<file path="config.mk">
export PLATFORM = sky130hd
export DESIGN_NAME = calc_key_command
export DESIGN_NICKNAME = d
export VERILOG_FILES = /design/src/rtl/calc_key_command_pkg.sv /design/src/rtl/calc_key_command_key_debounce.sv /design/src/rtl/calc_key_command.sv
export SDC_FILE = /design/constraint.sdc
export NUM_CORES = 1
export LEC_CHECK = 0
export ABC_AREA = 1
export ABC_CLOCK_PERIOD_IN_PS = 2400
export CORE_ASPECT_RATIO = 0.7
export CORE_UTILIZATION = 35
export CTS_CLUSTER_DIAMETER = 50
export DETAILED_ROUTE_END_ITERATION = 7
export PLACE_DENSITY = 0.55
export SYNTH_ARGS = -nofsm -noshare
export SYNTH_HDL_FRONTEND = slang
export SYNTH_HIERARCHICAL = 1
export SYNTH_SLANG_ARGS = --single-unit
</file>
<file path="constraint.sdc">
create_clock -name Clock -period 2.4 [get_ports Clock]
set_input_delay 0.24 -clock Clock [delete_from_list [all_inputs] [get_ports Clock]]
set_output_delay 0.24 -clock Clock [all_outputs]
set_load 0.01 [all_outputs]
</file>
<file path="src/rtl/calc_key_command_pkg.sv">
// Shared constants and types for the calculator key-command front end.
package calc_key_command_pkg;

  localparam int KEY_ADD_EQ  = 3;
  localparam int KEY_SUB     = 2;
  localparam int KEY_MUL     = 1;
  localparam int KEY_DIV_CLR = 0;

  localparam logic MODE_CONTROL  = 1'b1;
  localparam logic MODE_OPERATOR = 1'b0;

  typedef enum logic {
    IDLE,
    HOLD
  } state_t;

  typedef struct packed {
    logic clear;
    logic equals;
    logic add;
    logic subtract;
    logic multiply;
    logic divide;
  } cmd_t;

  localparam cmd_t CMD_NONE = '0;

  function automatic logic [2:0] popcount4(input logic [3:0] v);
    return {2'b00, v[0]} + {2'b00, v[1]} + {2'b00, v[2]} + {2'b00, v[3]};
  endfunction

endpackage

</file>
<file path="src/rtl/calc_key_command_key_debounce.sv">
// One pushbutton: 2-flop synchronizer, stability counter and debounced level.
module key_debounce #(
  parameter int DEBOUNCE_CYCLES = 4
) (
  input  logic clk,
  input  logic rst_n,
  input  logic raw,
  output logic debounced
);

  localparam int CW = $clog2(DEBOUNCE_CYCLES + 1);
  localparam logic [CW-1:0] LAST = CW'(DEBOUNCE_CYCLES - 1);

  logic          sync_meta;
  logic          sync;
  logic [CW-1:0] count;
  logic          level;

  // Counter holds the number of consecutive disagreeing samples already seen;
  // the level flips on the DEBOUNCE_CYCLES-th one.
  always_ff @(posedge clk or negedge rst_n) begin
    if (!rst_n) begin
      sync_meta <= 1'b1;
      sync      <= 1'b1;
      count     <= '0;
      level     <= 1'b1;
    end else begin
      sync_meta <= raw;
      sync      <= sync_meta;
      if (sync == level) begin
        count <= '0;
      end else if (count == LAST) begin
        level <= sync;
        count <= '0;
      end else begin
        count <= count + 1'b1;
      end
    end
  end

  assign debounced = level;

endmodule

</file>
<file path="src/rtl/calc_key_command.sv">
// Turns raw keys, mode switch and number switches into single-cycle commands
// with a captured operand; one decision per press episode.
module calc_key_command
  import calc_key_command_pkg::*;
#(
  parameter int DEBOUNCE_CYCLES = 4,
  parameter int NUM_W           = 11
) (
  input  logic             Clock,
  input  logic             Resetn,
  input  logic [3:0]       KEY,
  input  logic             Mode,
  input  logic [NUM_W-1:0] SwNumber,
  output logic             Clear,
  output logic             Equals,
  output logic             Add,
  output logic             Subtract,
  output logic             Multiply,
  output logic             Divide,
  output logic [NUM_W-1:0] Number,
  output logic             MultiPress
);

  logic [3:0] debounced;
  logic [3:0] pressed;

  generate
    for (genvar gi = 0; gi < 4; gi++) begin : g_key
      key_debounce #(
        .DEBOUNCE_CYCLES(DEBOUNCE_CYCLES)
      ) u_debounce (
        .clk      (Clock),
        .rst_n    (Resetn),
        .raw      (KEY[gi]),
        .debounced(debounced[gi])
      );
    end
  endgenerate

  assign pressed = ~debounced;

  logic mode_meta;
  logic mode_sync;

  always_ff @(posedge Clock or negedge Resetn) begin
    if (!Resetn) begin
      mode_meta <= 1'b0;
      mode_sync <= 1'b0;
    end else begin
      mode_meta <= Mode;
      mode_sync <= mode_meta;
    end
  end

  state_t           state, state_next;
  cmd_t             cmd_reg, cmd_next;
  cmd_t             decoded;
  logic             multi_reg, multi_next;
  logic [NUM_W-1:0] number_reg, number_next;
  logic [2:0]       press_count;

  assign press_count = popcount4(pressed);

  always_comb begin
    decoded = CMD_NONE;
    if (mode_sync == MODE_CONTROL) begin
      decoded.clear  = pressed[KEY_DIV_CLR];
      decoded.equals = pressed[KEY_ADD_EQ];
    end else begin
      decoded.add      = pressed[KEY_ADD_EQ];
      decoded.subtract = pressed[KEY_SUB];
      decoded.multiply = pressed[KEY_MUL];
      decoded.divide   = pressed[KEY_DIV_CLR];
    end
  end

  // Any press (even one that decodes to nothing) parks the FSM in HOLD
  // until every key is released, so later presses in the episode are ignored.
  always_comb begin
    state_next  = state;
    cmd_next    = CMD_NONE;
    multi_next  = 1'b0;
    number_next = number_reg;
    case (state)
      IDLE: begin
        if (press_count == 3'd1) begin
          cmd_next = decoded;
          if (decoded != CMD_NONE) begin
            number_next = SwNumber;
          end
          state_next = HOLD;
        end else if (press_count >= 3'd2) begin
          multi_next = 1'b1;
          state_next = HOLD;
        end
      end
      HOLD: begin
        if (pressed == 4'b0000) begin
          state_next = IDLE;
        end
      end
      default: state_next = IDLE;
    endcase
  end

  always_ff @(posedge Clock or negedge Resetn) begin
    if (!Resetn) begin
      state      <= IDLE;
      cmd_reg    <= CMD_NONE;
      multi_reg  <= 1'b0;
      number_reg <= '0;
    end else begin
      state      <= state_next;
      cmd_reg    <= cmd_next;
      multi_reg  <= multi_next;
      number_reg <= number_next;
    end
  end

  assign Clear      = cmd_reg.clear;
  assign Equals     = cmd_reg.equals;
  assign Add        = cmd_reg.add;
  assign Subtract   = cmd_reg.subtract;
  assign Multiply   = cmd_reg.multiply;
  assign Divide     = cmd_reg.divide;
  assign MultiPress = multi_reg;
  assign Number     = number_reg;

endmodule

</file>
==> results of run 1 <==
cells in the final DEF, fill, tap and decap left out:
master,Yosys,layout
buf_2,0,1
nand2_1,56,56
dfstp_2,12,12
inv_1,30,30
nand3_2,1,1
buf_4,2,6
ha_1,8,8
nand3_1,17,17
nand2_4,0,1
nor2_1,18,18
dfrtp_1,33,33
nand2_2,13,12
clkinvlp_4,0,1
fa_1,1,1
clkbuf_8,0,6
buf_6,1,1
nor3_1,2,2
nor2_4,1,1
clkbuf_1,0,1
clkdlybuf4s50_1,0,34
critical path, cell delays in order (launching register included):
cell and delay (ns):
dfstp_2 0.55, fa_1 0.41, inv_1 0.07, ha_1 0.15, inv_1 0.05, ha_1 0.28, inv_1 0.07, nand3_2 0.10
nor2_4 0.19, nand2_4 0.12, nand2_1 0.09, nand2_1 0.05
kinds of logic after synthesis:
family | synth area share (%)
flip-flops | 60.8
adder cells (fa/ha/maj) | 6.40
AND/OR/NAND/NOR | 25.3
buffers and inverters | 7.40
synth_stat cells (all sizes together):
master  instances  area (µm²)
nand2          69         292
dfrtp          33         826
inv            30         113
nor2           19        78.8
nand3          18        95.1
dfstp          12         315
ha              8         100
buf             3        26.3
nor3            2        10.0
fa              1        20.0
power groups by stage:
stage / logic (mW) / clock network (mW) / registers (mW)
6_report: 1.07 / 0.474 / 1.12
5_1_grt: 1.24 / 0.533 / 1.15
4_1_cts: 1.08 / 0.499 / 1.13
3_5_place_dp: 1.08 / 0 / 1.14
3_3_place_gp: 1.06 / 0 / 1.14
2_1_floorplan: 0.596 / 0 / 1.19
path summary, 6_finish.rpt:
check | start | slack, ns | depth (start not counted) | to
worst min-delay path | Resetn | 0.08 | 1 | Number[4]$_DFFE_PN0P_
max in group asynchronous | Resetn | 1.64 | 2 | g_key[2].u_debounce/sync_meta$_DFF_PN1_
worst max-delay path | g_key[1].u_debounce/debounced$_DFFE_PN1P_ | 0.15 | 11 | Number[1]$_DFFE_PN0P_
worst min register to register | g_key[3].u_debounce/sync_meta$_DFF_PN1_ | 0.36 | 0 | g_key[3].u_debounce/sync$_DFF_PN1_
worst max register to register | g_key[1].u_debounce/debounced$_DFFE_PN1P_ | 0.15 | 11 | Number[1]$_DFFE_PN0P_
min in group Clock | KEY[1] | 0.34 | 1 | g_key[1].u_debounce/sync_meta$_DFF_PN1_
state kept, by name, summed over array words and instances, names as in the netlist:
| signal | count |
|---|---|
| Add | 1 |
| Clear | 1 |
| Divide | 1 |
| Equals | 1 |
| MultiPress | 1 |
| Multiply | 1 |
| Number | 11 |
| Subtract | 1 |
| g_key.u_debounce/count | 12 |
| g_key.u_debounce/debounced | 4 |
| g_key.u_debounce/sync | 4 |
| g_key.u_debounce/sync_meta | 4 |
| mode_meta | 1 |
| mode_sync | 1 |
| state | 1 |
what timing repair did:
item,in CTS,in global routing
setup buffers,0,1
gates resized for setup,0,2
endpoints found under the setup margin,0,11
endpoints found under the hold margin,0,0
final cells by class:
cell class | count | area (µm²) | share of cell area (%)
sequential | 45 | 1140 | 46.8
multi-input combinational | 117 | 601 | 24.7
timing repair buffer | 42 | 402 | 16.5
inverter | 30 | 113 | 4.62
clock buffer | 7 | 86.3 | 3.54
tap | 69 | 86.3 | 3.54
clock inverter | 1 | 7.51 | 0.308
per-stage QoR:
stage | instance area, µm² | std cells
6_report | 2440 | 311
5_1_grt | 2440 | 311
4_1_cts | 2420 | 310
3_5_place_dp | 2330 | 302
3_3_place_gp | 2330 | 302
2_1_floorplan | 1880 | 195
routing by layer:
layer / global-route usage, % / routed length [µm]
met2: 20.3 / 1470
met3: 4.33 / 139
met1: 17.1 / 1580
met4: 5.36 / 49
met5: 0 / 0
==> run_results.csv, run 1 <==
group,metric,value,unit
pwr,pwr-share-clk,17.8,%
setup_path,endpoint_kind,"flop",
routing,dr.pass1.iters,4,
pwr,finalPower,2.67,mW
global_routing,grt_pass1_vias,1230,
sta,worst_pin_slew,0.913,ns
floorplanning,die_h,63.2,µm
clock_tree,cts_tree,"done",
logic_synthesis,synth_cell_types,14,
clock_tree,cts_buffers,5,
pwr,power_frac_seq,42.0,%
pwr,powerDensity,1100,mW/mm²
pwr,p_leak,1.20,nW
routing,drc,0,
routing,vias_per_cell,4.23,
sta,tns,0,ns
pwr,comb_power_share,40.3,%
routing,vias,1316,
pwr,peakVddDrop,0.000398,V
pwr,intPower,1.74,mW
sta,maxSlewHeadroom,39.1,%
placement,dp_hpwl,2.39,mm
placement,io_buffers,35,
logic_synthesis,ys_seq_area_share,60.8,%
setup_path,path_max_fanout,11,
final_layout,diodes,0,
flow_run,drv_cap,0,
setup_path,worstSetupPathType,"flop to flop",
floorplanning,boundaryPins,36,
placement,pre_cts_slack,0.0744,ns
logic_synthesis,syn-cell-area,0.00188,mm²
clock_tree,cts-root-buf,"clkbuf_8",
sta,finalSetupViolations,0,
global_routing,grt_max_degree,44,
clock_tree,cts.htree.levels,2,
floorplanning,start_util,37.8,%
placement,gp_congestion,0.712,
floorplanning,core,0.00497,mm²
logic_synthesis,synth_cells,195,
sta,clock-skew-final,0.00927,ns
setup_path,worstPathArrival,2.43,ns
floorplanning,die_width,89.5,µm
worst_hold_path,hold_path.class,"input port to asynchronous set/reset pin",
routing,wl,3.24,mm
routing,wl_per_cell,10.4,µm
clock_tree,cts_buffer_depth,2,
sta,fin_crit_sh,93.6,%
clock_tree,clk_latency,0.29,ns
pwr,swShare,34.8,%
clock_tree,hold_buffers,0,
sta,setup_ws,0.154,ns
final_layout,num-fill-cells,474,
routing,antenna_left,0,
sta,rsz0062_at_grt,"yes",
sta,finalCriticalPeriod,2.25,ns
final_layout,final_nets,268,
sta,slew_violations,0,
final_layout,area.growth.synth_to_final,29.9,%
global_routing,antenna_found_initial,0,
sta,hold_ws,0.0793,ns
floorplanning,die_area,0.00566,mm²
sta,hold_viol_final,0,
global_routing,overflow,0,
logic_synthesis,synthesis.nets,222,
logic_synthesis,synth_seq_cells,45,
clock_tree,clkSinkCount,45,
final_layout,drive_gt1_share,17.4,%
pwr,p_switching,0.928,mW
logic_synthesis,ys_warn_count,6,
setup_path,startpoint_type,"flop",
logic_synthesis,syn_area_per_cell,9.62,µm²
final_layout,finish.utilization,49.1,%
global_routing,grtUsageTotal,13.2,%
routing,drt_iter0_drc,50,
sta,fmax,445,MHz
global_routing,grt_pass1_wl,5.52,mm
setup_path,required,2.59,ns
run_status,status,"finished, final reports clean",
clock_tree,cts.reportedPaths.clkPinSlew,0.08,ns
floorplanning,rows,21,
No activity file was read; power rests on OpenSTA's default activity.
==> run 2, diff against run 1 <==
- ABC_CLOCK_PERIOD_IN_PS: 2400 -> 2000
- CAP_MARGIN: unset -> 30
- PLACE_DENSITY: 0.55 -> 0.57
- clock period: 2.4 -> 2 ns (I/O delays scaled with it)
==> run 2 against run 1 <==
  * The flow now finishes with violations (negative setup slack)
  * Combinational power up 53%
  * Clock skew rose by 0.0025 ns
  * Register-to-register slack worse by 0.35 ns
  * Critical endpoint is now Multiply$_DFF_PN0_
==> run_results.csv, run 2 (synthesis gave the netlist of run 1 again) <==
group,metric,value,unit
run_status,violations,"negative setup slack",
setup_path,worst-path-stages,11,
placement,placed_cell_area,0.00235,mm²
clock_tree,cts.htree.levels,2,
floorplanning,rows,21,
setup_path,critPathSlowestCell,"dfstp_2",
floorplanning,core,0.00497,mm²
pwr,powerDensity,1380,mW/mm²
routing,drc,0,
setup_path,endpoint_kind,"flop",
worst_hold_path,hold_path.class,"input port to flop",
sta,setup_ws,-0.192,ns
sta,fin_crit_sh,110,%
final_layout,layout_commonest_cell,"nand2_1",
routing,vias_per_cell,4.15,
placement,gp_congestion,0.689,
routing,vias,1314,
setup_path,required,2.22,ns
sta,slew_violations,0,
routing,topRoutingLayerUsed,"met4",
sta,finalSetupViolations,19,
routing,wl_per_cell,10.4,µm
pwr,pwr-share-clk,16.5,%
final_layout,final_nets,274,
setup_path,worstSetupPathType,"flop to flop",
setup_path,path_max_fanout,5,
global_routing,grt_pass1_vias,1261,
clock_tree,cts.reportedPaths.clkPinSlew,0.09,ns
placement,dp_hpwl,2.38,mm
clock_tree,cts-root-buf,"clkbuf_8",
final_layout,diodes,0,
setup_path,cp_top_family,"adder cells",
setup_path,worstPathArrival,2.41,ns
pwr,intPower,2.28,mW
worst_hold_path,min_path_cells,1,
setup_path,critPathBufInv,4,
sta,clock-skew-final,0.0117,ns
sta,fmax,456,MHz
sta,worst_pin_slew,0.514,ns
sta,finalCriticalPeriod,2.19,ns
setup_path,reg2reg_depth,11,
clock_tree,cts_tree,"done",
floorplanning,boundaryPins,36,
worst_hold_path,hold_end,"g_key[1].u_debounce/sync_meta$_DFF_PN1_",
sta,maxSlewHeadroom,65.8,%
final_layout,final_cell_mix,"53 x nand2_1, 34 x clkdlybuf4s50_1, 33 x dfrtp_1, 26 x inv_1",
final_layout,drive_gt1_share,25.0,%
global_routing,overflow,0,
floorplanning,start_util,37.8,%
floorplanning,die_h,63.2,µm
sta,tns,-2.60,ns
routing,met3_length,138,µm
sta,hold_viol_final,0,
clock_tree,cts_buffers,5,
final_layout,finalInstanceArea,0.00257,mm²
pwr,p_switching,1.28,mW
final_layout,area.growth.synth_to_final,37.1,%
pwr,p_leak,1.25,nW
pwr,power_frac_seq,37.4,%
global_routing,antenna_found_initial,0,
sta,rsz0062_at_grt,"yes",
setup_path,path_cells,"fa_1 > inv_1 > ha_2 > inv_2 > ha_4 > inv_2 > nand3_4 > nor2_4 > buf_4 > nand2_2 > nor2_1",
clock_tree,clk_latency,0.30,ns
flow_run,drv_cap,0,
routing,antenna_left,0,
routing,drt-met1-wl,1.66,mm
final_layout,largest_register_ffs,12,
final_layout,finish.utilization,51.8,%
setup_path,crit_top_cell,"inv_2",
placement,io_buffers,35,
routing,dr.pass1.iters,4,
clock_tree,clkSinkCount,45,
pwr,peakVddDrop,0.000522,V
run_status,status,"finished, violations left",
setup_path,r2r_start,"g_key[1].u_debounce/debounced$_DFFE_PN1P_",
global_routing,grt_max_degree,25,
final_layout,largest-register,"g_key.u_debounce/count",
floorplanning,die_width,89.5,µm
global_routing,grtUsageTotal,13.3,%
setup_path,startpoint_type,"flop",
pwr,comb_power_share,46.1,%
routing,wl,3.30,mm
setup_path,regToRegSetupSlack,-0.19,ns
setup_path,slowest_delay,0.56,ns
clock_tree,cts_buffer_depth,2,
floorplanning,die_area,0.00566,mm²
routing,drt_iter0_drc,43,
pwr,swShare,36.0,%
worst_hold_path,hold_start,"KEY[1]",
setup_path,r2r-end,"Multiply$_DFF_PN0_",
global_routing,grt_pass1_wl,5.67,mm
routing,dr_wl_met2,1.47,mm
==> run 2: cell types whose count changed in the layout (fill, tap and decap cells not counted), moves of 3 or more <==
cell / before / now
inv_1: 30 / 26
nand2_2: 12 / 15
inv_2: 0 / 3
nand2_1: 56 / 53
==> run 2: area by class of cell <==
| type | count | area [µm²] |
|---|---|---|
| fill | 430 | 2390 |
| clock inverter | 2 | 13.8 |
| sequential | 45 | 1140 |
| timing repair buffer | 47 | 458 |
| clock buffer | 6 | 82.6 |
| tap | 69 | 86.3 |
| multi-input combinational | 118 | 674 |
| inverter | 30 | 115 |
==> run 2: per-stage QoR <==
stage / worst slack (ns) / power, mW / hold slack [ns] / cells
final: -0.192 / 3.56 / 0.297 / 317
after global routing: -0.278 / 3.87 / 0.281 / 317
after CTS: -0.185 / 3.57 / 0.294 / 316
after detailed placement: -0.271 / 2.71 / 0.210 / 304
after global placement: -0.181 / 2.68 / 0.210 / 304
after floorplan: -0.165 / 2.14 / -0.0956 / 195
==> run 2: worst register-to-register path, cell delays in order (launching register included) <==
cell     delay, ns
dfstp_2       0.56
fa_1          0.41
inv_1         0.07
ha_2          0.18
inv_2         0.05
ha_4          0.21
inv_2         0.06
nand3_4       0.08
nor2_4        0.18
buf_4         0.15
nand2_2       0.07
nor2_1        0.11
==> run 2: metal layers <==
| metal | GRT usage (%) | up-vias |
|---|---|---|
| li1 | - | 688 |
| met1 | 19.1 | 599 |
| met4 | 3.57 | 0 |
| met2 | 19.3 | 21 |
| met3 | 4.33 | 6 |
| met5 | 0 | - |
==> run 2: worst max-delay path by stage <==
| stage | end | start | slack [ns] |
|---|---|---|---|
| CTS | Number[7]$_DFFE_PN0P_ | g_key[1].u_debounce/debounced$_DFFE_PN1P_ | -0.18 |
| detailed placement | Number[8]$_DFFE_PN0P_ | g_key[1].u_debounce/debounced$_DFFE_PN1P_ | -0.27 |
| finish | Multiply$_DFF_PN0_ | g_key[1].u_debounce/debounced$_DFFE_PN1P_ | -0.19 |
| global route | Subtract$_DFF_PN0_ | g_key[1].u_debounce/debounced$_DFFE_PN1P_ | -0.28 |
| global placement | Number[2]$_DFFE_PN0P_ | g_key[1].u_debounce/debounced$_DFFE_PN1P_ | -0.18 |
| floorplan | Number[0]$_DFFE_PN0P_ | g_key[1].u_debounce/debounced$_DFFE_PN1P_ | -0.17 |
==> run 2: what timing repair did <==
item / CTS / global route
resized for setup: 16 / 6
endpoints found under the hold margin: 18 / 0
buffers inserted: 2 / 1
endpoints found under the setup margin: 19 / 19
pin swaps: 2 / 1
gates cloned: 1 / 0
hold buffers: 1 / 0
==> run 2: power groups by stage <==
stage               registers [mW]  logic, mW  clock network, mW
floorplan                     1.43      0.715                  0
global placement              1.35       1.33                  0
detailed placement            1.35       1.36                  0
CTS                           1.33       1.63              0.606
global route                  1.36       1.85              0.650
finish                        1.33       1.64              0.588
